--- config.mk ---
export PLATFORM = sky130hd
export DESIGN_NAME = checkpoint_ctrl_flat
export DESIGN_NICKNAME = d
export VERILOG_FILES = /design/src/rtl/checkpoint_ctrl_if.sv /design/src/rtl/checkpoint_ctrl.sv /design/src/flat_wrapper.sv
export SDC_FILE = /design/constraint.sdc
export NUM_CORES = 1
export LEC_CHECK = 0
export BUFFER_PORTS_ARGS = -buffer_cell sky130_fd_sc_hd__buf_2
export CAP_MARGIN = 20
export CORE_MARGIN = 2
export CORE_UTILIZATION = 49
export CTS_CLUSTER_SIZE = 40
export DETAILED_ROUTE_END_ITERATION = 16
export PLACE_DENSITY_LB_ADDON = 0.2
export SLEW_MARGIN = 20
export SYNTH_ARGS = -nofsm -noshare
export SYNTH_HDL_FRONTEND = slang
export SYNTH_SLANG_ARGS = --single-unit
export TNS_END_PERCENT = 20
--- constraint.sdc ---
create_clock -name clock -period 3 [get_ports clock]
set_clock_uncertainty 0.2 [all_clocks]
set_input_delay 0.6 -clock clock [delete_from_list [all_inputs] [get_ports clock]]
set_output_delay 0.6 -clock clock [all_outputs]
set_load 0.01 [all_outputs]
--- src/rtl/checkpoint_ctrl_if.sv ---
// checkpoint_ctrl_if: branch dispatch/resolve/commit bundle and checkpoint table strobes
interface checkpoint_ctrl_if #(parameter int CP_INDEX_SIZE = 2);
  logic                     br_alloc;
  logic                     br_alloc_ready;
  logic [CP_INDEX_SIZE-1:0] br_tag;
  logic                     check;
  logic [CP_INDEX_SIZE-1:0] check_idx;
  logic                     br_resolve;
  logic [CP_INDEX_SIZE-1:0] br_resolve_tag;
  logic                     br_mispredict;
  logic                     recover;
  logic [CP_INDEX_SIZE-1:0] recover_idx;
  logic                     br_commit;
  logic [CP_INDEX_SIZE:0]   cp_count;
  logic                     cp_full;
  logic                     cp_empty;
  logic                     protocol_err;
  modport master (
    output br_alloc, br_resolve, br_resolve_tag, br_mispredict, br_commit,
    input  br_alloc_ready, br_tag, check, check_idx, recover, recover_idx,
           cp_count, cp_full, cp_empty, protocol_err
  );
  modport slave (
    input  br_alloc, br_resolve, br_resolve_tag, br_mispredict, br_commit,
    output br_alloc_ready, br_tag, check, check_idx, recover, recover_idx,
           cp_count, cp_full, cp_empty, protocol_err
  );
endinterface

--- src/rtl/checkpoint_ctrl.sv ---
// checkpoint_ctrl: allocates, frees and squashes RAT checkpoint slots as a circular buffer
module checkpoint_ctrl #(
  parameter int CP_SIZE       = 4,
  parameter int CP_INDEX_SIZE = 2
) (
  input logic              clock,
  input logic              reset,
  checkpoint_ctrl_if.slave bus
);
  localparam int CW = CP_INDEX_SIZE + 1;
  typedef enum logic {IDLE, RECOVER} state_t;
  state_t                   state;
  logic [CP_INDEX_SIZE-1:0] head, tail, last_idx, t, dist_t;
  logic [CW-1:0]            count;
  logic [CP_SIZE-1:0]       valid, keep;
  logic                     mp, acc, bad, alloc, commit, cmt_err, err;
  assign t       = bus.br_resolve_tag;
  assign mp      = bus.br_resolve & bus.br_mispredict;
  assign acc     = !reset & mp & valid[t];
  assign bad     = mp & !valid[t];
  assign commit  = bus.br_commit & valid[head];
  assign cmt_err = bus.br_commit & (count == '0);
  assign dist_t  = t - head;
  assign bus.cp_count       = count;
  assign bus.cp_full        = count == CW'(CP_SIZE);
  assign bus.cp_empty       = count == '0;
  assign bus.protocol_err   = err;
  assign bus.br_alloc_ready = !reset & (state == IDLE) & !bus.cp_full & !mp;
  assign alloc              = bus.br_alloc & bus.br_alloc_ready;
  assign bus.check          = alloc;
  assign bus.check_idx      = tail;
  assign bus.br_tag         = tail;
  assign bus.recover        = acc;
  assign bus.recover_idx    = acc ? t : last_idx;
  // A slot survives a squash if it is no younger than t, measured from head.
  always_comb begin
    keep = '0;
    for (int i = 0; i < CP_SIZE; i++)
      keep[i] = (CP_INDEX_SIZE'(i) - head) <= dist_t;
  end
  always_ff @(posedge clock or posedge reset) begin
    if (reset) begin
      state    <= IDLE;
      head     <= '0;
      tail     <= '0;
      count    <= '0;
      valid    <= '0;
      last_idx <= '0;
      err      <= 1'b0;
    end else begin
      state <= acc ? RECOVER : IDLE;
      err   <= err | bad | cmt_err;
      head  <= head + CP_INDEX_SIZE'(commit);
      if (acc) begin
        last_idx <= t;
        tail     <= t + CP_INDEX_SIZE'(1);
        count    <= CW'(dist_t) + CW'(1) - CW'(commit);
        valid    <= valid & keep & ~(CP_SIZE'(commit) << head);
      end else begin
        tail  <= tail + CP_INDEX_SIZE'(alloc);
        count <= count + CW'(alloc) - CW'(commit);
        valid <= (valid | (CP_SIZE'(alloc) << tail)) & ~(CP_SIZE'(commit) << head);
      end
    end
  end
endmodule
--- src/flat_wrapper.sv ---
// flat-port wrapper written by rule: the top's interface ports become plain ports
module checkpoint_ctrl_flat 
#(
  parameter int CP_SIZE       = 4,
  parameter int CP_INDEX_SIZE = 2
)
  (clock, reset, bus_br_alloc, bus_br_resolve, bus_br_resolve_tag, bus_br_mispredict, bus_br_commit, bus_br_alloc_ready, bus_br_tag, bus_check, bus_check_idx, bus_recover, bus_recover_idx, bus_cp_count, bus_cp_full, bus_cp_empty, bus_protocol_err);
  checkpoint_ctrl_if #(.CP_INDEX_SIZE(CP_INDEX_SIZE)) bus_i ();
  input logic clock;
  input logic reset;
  input wire logic [$bits(bus_i.br_alloc)-1:0] bus_br_alloc;
  input wire logic [$bits(bus_i.br_resolve)-1:0] bus_br_resolve;
  input wire logic [$bits(bus_i.br_resolve_tag)-1:0] bus_br_resolve_tag;
  input wire logic [$bits(bus_i.br_mispredict)-1:0] bus_br_mispredict;
  input wire logic [$bits(bus_i.br_commit)-1:0] bus_br_commit;
  output wire logic [$bits(bus_i.br_alloc_ready)-1:0] bus_br_alloc_ready;
  output wire logic [$bits(bus_i.br_tag)-1:0] bus_br_tag;
  output wire logic [$bits(bus_i.check)-1:0] bus_check;
  output wire logic [$bits(bus_i.check_idx)-1:0] bus_check_idx;
  output wire logic [$bits(bus_i.recover)-1:0] bus_recover;
  output wire logic [$bits(bus_i.recover_idx)-1:0] bus_recover_idx;
  output wire logic [$bits(bus_i.cp_count)-1:0] bus_cp_count;
  output wire logic [$bits(bus_i.cp_full)-1:0] bus_cp_full;
  output wire logic [$bits(bus_i.cp_empty)-1:0] bus_cp_empty;
  output wire logic [$bits(bus_i.protocol_err)-1:0] bus_protocol_err;
  assign bus_i.br_alloc = bus_br_alloc;
  assign bus_i.br_resolve = bus_br_resolve;
  assign bus_i.br_resolve_tag = bus_br_resolve_tag;
  assign bus_i.br_mispredict = bus_br_mispredict;
  assign bus_i.br_commit = bus_br_commit;
  assign bus_br_alloc_ready = bus_i.br_alloc_ready;
  assign bus_br_tag = bus_i.br_tag;
  assign bus_check = bus_i.check;
  assign bus_check_idx = bus_i.check_idx;
  assign bus_recover = bus_i.recover;
  assign bus_recover_idx = bus_i.recover_idx;
  assign bus_cp_count = bus_i.cp_count;
  assign bus_cp_full = bus_i.cp_full;
  assign bus_cp_empty = bus_i.cp_empty;
  assign bus_protocol_err = bus_i.protocol_err;
  checkpoint_ctrl #(.CP_SIZE(CP_SIZE), .CP_INDEX_SIZE(CP_INDEX_SIZE)) u_core (.clock(clock), .reset(reset), .bus(bus_i));
endmodule
==> results of run 1 <==
-- cells in the mapped netlist --
| cell type | instances |
|---|---|
| o31ai_1 | 1 |
| a21boi_0 | 2 |
| a2111oi_0 | 1 |
| a32o_1 | 2 |
| nor3_1 | 4 |
| or4_1 | 1 |
| ha_1 | 19 |
| o22ai_1 | 2 |
| a21oi_1 | 9 |
| mux2_2 | 1 |
| dfrtp_1 | 15 |
| buf_6 | 2 |
| clkbuf_1 | 4 |
| buf_4 | 2 |
| a21o_1 | 1 |
| nor3b_1 | 1 |
| nor2b_1 | 1 |
| a22oi_1 | 2 |
| nor2_1 | 3 |
| and2_4 | 1 |
| nand2_1 | 4 |
| mux2_4 | 3 |
| inv_1 | 19 |
| mux2i_1 | 4 |
| a221o_1 | 2 |
| fa_1 | 1 |
| o21ai_0 | 2 |
| or4b_4 | 1 |
| xor2_1 | 4 |
| xnor2_1 | 3 |
| o211a_1 | 1 |
-- per-layer routing --
layer	track usage, %	wire length, um	vias to the layer above
met5	0	0	-
met4	7.69	38	0
met3	1.69	42	4
met2	33.5	1210	13
met1	26.3	1090	438
li1	-	-	445
-- flip-flops by register name, summed over array words and instances, names as in the netlist --
name                     flops
u_core.bus.protocol_err      1
u_core.head                  2
u_core.last_idx              2
u_core.valid                 4
u_core.bus.br_tag            2
u_core.state                 1
u_core.bus.cp_count          3
-- stage by stage --
step,util (%),setup TNS [ps],power (mW)
final,59.6,0,1.40
after global routing,59.6,0,1.54
after CTS,59.6,0,1.41
after detailed placement,58.4,-28.7,1.29
after global placement,58.4,0,1.24
after floorplan,-,0,1.04
-- final timing paths --
kind,startpoint,to,slack (ps),depth (start not counted)
hold / removal,reset,u_core.bus.protocol_err,230,2
max in group asynchronous,reset,u_core.head[1],1970,2
setup / recovery,bus_br_resolve_tag[0],bus_recover_idx[0],170,6
min in group clock,u_core.last_idx[0],u_core.last_idx[0],280,1
hold reg to reg,u_core.last_idx[0],u_core.last_idx[0],280,1
setup reg to reg,u_core.bus.cp_count[2],u_core.bus.cp_count[2],180,10
-- critical path, stage by stage --
cell and delay (ps):
buf_2 140, mux2i_1 160, or4b_4 590, and2_4 220
a21o_1 190, buf_2 130
-- layout make-up --
class | instances | share of cell area, %
clock buffers | 4 | 1.97
inverters | 19 | 5.36
multi-input cells | 76 | 51.3
flip-flops and latches | 15 | 28.2
well taps | 28 | 2.63
repair buffers | 26 | 10.5
-- where the power goes --
group / internal [mW] / switching [mW]
sequential: 0.289 / 0.0801
clock: 0.0516 / 0.0682
combinational: 0.446 / 0.463
total: 0.786 / 0.611
-- logic make-up (layout without fill, tap and decap cells) --
group / after synthesis / in the layout / share of synthesized area (%)
flops: 15 / 15 / 31.9
fa+ha+maj: 20 / 20 / 21.9
simple gates: 16 / 16 / 7.66
compound gates: 25 / 25 / 14.6
xor+xnor: 7 / 7 / 5.21
mux: 8 / 8 / 8.19
buf+inv: 27 / 49 / 10.5
-- layout by cell type, fill, tap and decap left out, types with 3 or more instances in the layout --
master    count
xnor2_1       3
nor2_1        3
mux2i_1       4
buf_2        22
clkbuf_4      3
inv_1        19
mux2_4        3
nand2_1       4
a21oi_1       9
buf_4         4
xor2_1        4
ha_1         19
dfrtp_1      15
nor3_1        4
==> impl_metrics.json, run 1 <==
{
  "status": "finished clean",
  "cp.required_ps": 2200,
  "slew_headroom_pct": 59.8,
  "dieArea_um2": 2810,
  "end_kind": "primary output",
  "dp_hpwl_um": 1930,
  "drc": 0,
  "synth_top_area_cell": "dfrtp_1",
  "areaGrowthSynthToFinish_pct": 13.2,
  "netlist_area_um2": 1180,
  "synth_cells": 118,
  "pre_cts_ws_ps": -28.7,
  "powerDensity_nw_per_um2": 1050,
  "cts_tree": "built",
  "diodes": 0,
  "p_leak_nw": 0.738,
  "clk_latency_ps": 280,
  "cts.clk_slew.worst_paths_ps": 100,
  "peakVddDrop_uv": 759,
  "first_pass_iters": 4,
  "portBuffers": 22,
  "fillers": 205,
  "maxSlewViolCount": 0,
  "finalNonFillerCells": 168,
  "start_kind": "input pin",
  "dp.cells": 164,
  "ant_nets": 0,
  "timing.final.ws_setup_ps": 167,
  "via_count": 900,
  "synth_top_area_share_pct": 31.9,
  "grt_max_degree": 16,
  "routabilityCongestion": 0.804,
  "ioPinCount": 23,
  "clk_path_buf_depth": 2,
  "multi_input_area_um2": 683,
  "arrival_ps": 2030,
  "finalSetupViolCount": 0,
  "core_area_um2": 2230,
  "vias_per_cell": 5.36,
  "grt_pass1_vias": 870,
  "cts_sinks": 15,
  "routedWlPerCell_um": 14.2,
  "syn_nets": 146,
  "holdBufCountCts": 0,
  "worst-setup-path-type": "in2out",
  "final_net_count": 169,
  "initial_core_util_pct": 52.7,
  "cts_buffers": 3,
  "period_share_pct": 94.4,
  "cts_max_level": 1,
  "worst-slew-pin-transition_ps": 602,
  "wirelength_um": 2380,
  "root_buffer": "clkbuf_4",
  "std_cell_rows": 17,
  "max_freq_mhz": 353,
  "fin_worst_hold_slack_ps": 234,
  "finalInstanceArea_um2": 1330,
  "postSynthAreaPerCell_um2": 9.97,
  "antenna_found_initial": 0,
  "synth.distinct_cells": 31,
  "yosys-top-cells-area": "dfrtp_1, ha_1, inv_1, a21oi_1, mux2_4",
  "crit_path_max_fanout": 9,
  "synth_seq_area_share_pct": 31.9,
  "ys_seq_elements": 15,
  "cts_resized": 0,
  "grt_usage_pct": 19.9,
  "drive_gt1_share_pct": 25.7,
  "overflow": 0,
  "post_cts_buffers": 0,
  "drv_cap": 0,
  "rsz0062_at_grt": "no",
  "finalHoldViolCount": 0,
  "min_path_type": "in2async",
  "die_w_um": 53.0,
  "die_h_um": 53.0,
  "seqCellArea_um2": 375,
  "dpl_cell_area_um2": 1310,
  "synth_warnings": 0,
  "drt_iter0_markers": 10,
  "grt_pass1_wl_um": 4030,
  "finalCriticalPeriod_ps": 2830
}
Note: power is estimated with default switching activity, not from simulation.
==> run 2: changes to the inputs <==
--- a/config.mk
+++ b/config.mk
@@ -12,6 +12,7 @@
 export CTS_CLUSTER_SIZE = 40
 export DETAILED_ROUTE_END_ITERATION = 16
 export PLACE_DENSITY_LB_ADDON = 0.2
+export RECOVER_POWER = 25
 export SLEW_MARGIN = 20
 export SYNTH_ARGS = -nofsm -noshare
 export SYNTH_HDL_FRONTEND = slang
==> run 2 against run 1 <==
Compared with the run above:
- cell area hardly changed
- clock power hardly changed
- utilization is 0.056 points lower
- via count stayed put
- maximum frequency stayed put
- die area stayed put
- non-clock buffer count stayed put
- sequential cell count stayed put
- largest power group unchanged
- sequential power hardly changed
- critical endpoint unchanged
- critical path depth stayed put
- count of clock-buffer cells in the layout stayed put
- combinational power hardly changed
==> impl_metrics.json, run 2 (synthesis results as in run 1) <==
{
  "status": "finished clean",
  "vias_per_cell": 5.36,
  "powerDensity_nw_per_um2": 1050,
  "final_common_cell": "buf_2",
  "crit_path_max_fanout": 9,
  "slew_headroom_pct": 59.8,
  "dp_hpwl_um": 1930,
  "finalInstanceArea_um2": 1330,
  "routedWlPerCell_um": 14.2,
  "drive_gt1_share_pct": 25.0,
  "p_leak_nw": 0.735,
  "first_pass_iters": 4,
  "clk_latency_ps": 280,
  "cts_buffers": 3,
  "drc": 0,
  "dieArea_um2": 2810,
  "finalHoldViolCount": 0,
  "drv_cap": 0,
  "cts_resized": 0,
  "cp.required_ps": 2200,
  "start_kind": "input pin",
  "core_area_um2": 2230,
  "drt_iter0_markers": 10,
  "slowest_delay_ps": 590,
  "maxSlewViolCount": 0,
  "largest_reg_flops": 4,
  "ioPinCount": 23,
  "cts_sinks": 15,
  "portBuffers": 22,
  "end_kind": "primary output",
  "root_buffer": "clkbuf_4",
  "rsz0062_at_grt": "no",
  "areaGrowthSynthToFinish_pct": 13.1,
  "overflow": 0,
  "period_share_pct": 94.4,
  "grt_max_degree": 16,
  "grt_pass1_vias": 870,
  "cts.clk_slew.worst_paths_ps": 90,
  "fin_worst_hold_slack_ps": 282,
  "grt_usage_pct": 19.9,
  "cts_tree": "built",
  "min_path_type": "reg2reg",
  "cp_slowest_cell": "or4b_4",
  "arrival_ps": 2030,
  "die_w_um": 53.0,
  "final_net_count": 169,
  "r2r_slack_ps": 180,
  "worst-slew-pin-transition_ps": 602,
  "clk_path_buf_depth": 2,
  "holdBufCountCts": 0,
  "routabilityCongestion": 0.804,
  "diodes": 0,
  "dpl_cell_area_um2": 1310,
  "path_cells": "buf_2 > mux2i_1 > or4b_4 > and2_4 > a21o_1 > buf_2",
  "cts_max_level": 1,
  "fillers": 206,
  "crit_top_cell": "buf_2",
  "die_h_um": 53.0,
  "std_cell_rows": 17,
  "finalCriticalPeriod_ps": 2830,
  "post_cts_buffers": 0,
  "wirelength_um": 2380,
  "final_cell_mix": "buf_2, inv_1, ha_1",
  "max_freq_mhz": 353,
  "top_register": "u_core.valid",
  "worst-setup-path-type": "in2out",
  "antenna_found_initial": 0,
  "peakVddDrop_uv": 759,
  "finalSetupViolCount": 0,
  "via_count": 900,
  "initial_core_util_pct": 52.7,
  "grt_pass1_wl_um": 4030,
  "ant_nets": 0
}
run 2: where the power goes:
part | internal, mW | switching, mW | leakage [nW] | total, mW
logic | 0.446 | 0.463 | 0.545 | 0.909
clock network | 0.0516 | 0.0682 | 0.0150 | 0.120
registers | 0.289 | 0.0801 | 0.176 | 0.369
total | 0.786 | 0.611 | 0.735 | 1.40
run 2: final cells by class:
class,instances,area (um2),share of cell area [%]
clock buffers,4,26.3,1.98
inverters,19,71.3,5.36
multi-input cells,76,683,51.4
flip-flops and latches,15,375,28.2
well taps,28,35.0,2.63
repair buffers,26,139,10.4
run 2: final timing paths:
| check | start | end | cells after the start |
|---|---|---|---|
| max in group asynchronous | reset | u_core.head[1] | 2 |
| max | bus_br_resolve_tag[0] | bus_recover_idx[0] | 6 |
| min in group asynchronous | reset | u_core.bus.protocol_err | 2 |
| min | u_core.last_idx[0] | u_core.last_idx[0] | 1 |
| min reg2reg | u_core.last_idx[0] | u_core.last_idx[0] | 1 |
| max reg2reg | u_core.bus.cp_count[2] | u_core.bus.cp_count[2] | 10 |
run 2: metrics by stage:
step	cells	worst slack (ps)	power (mW)	utilization, %	TNS (ps)
2_1_floorplan	118	17.2	1.04	-	0
3_3_place_gp	164	67.2	1.24	58.4	0
3_5_place_dp	164	-28.7	1.29	58.4	-28.7
4_1_cts	168	111	1.41	59.6	0
5_1_grt	168	34.8	1.54	59.6	0
6_report	168	167	1.40	59.6	0
run 2: worst max-delay path, delay by kind of cell:
kind	cells	cell delay [ps]
and+or+nand+nor	2	810
buffers and inverters	2	270
AOI/OAI and AO/OA	1	190
muxes	1	160
run 2: per-layer routing:
| layer | vias to the layer above | GRT usage [%] | routed length (um) |
|---|---|---|---|
| met5 | - | 0 | 0 |
| met4 | 0 | 7.69 | 38 |
| met3 | 4 | 1.69 | 42 |
| met2 | 13 | 33.5 | 1210 |
| met1 | 438 | 26.3 | 1090 |
| li1 | 445 | - | - |
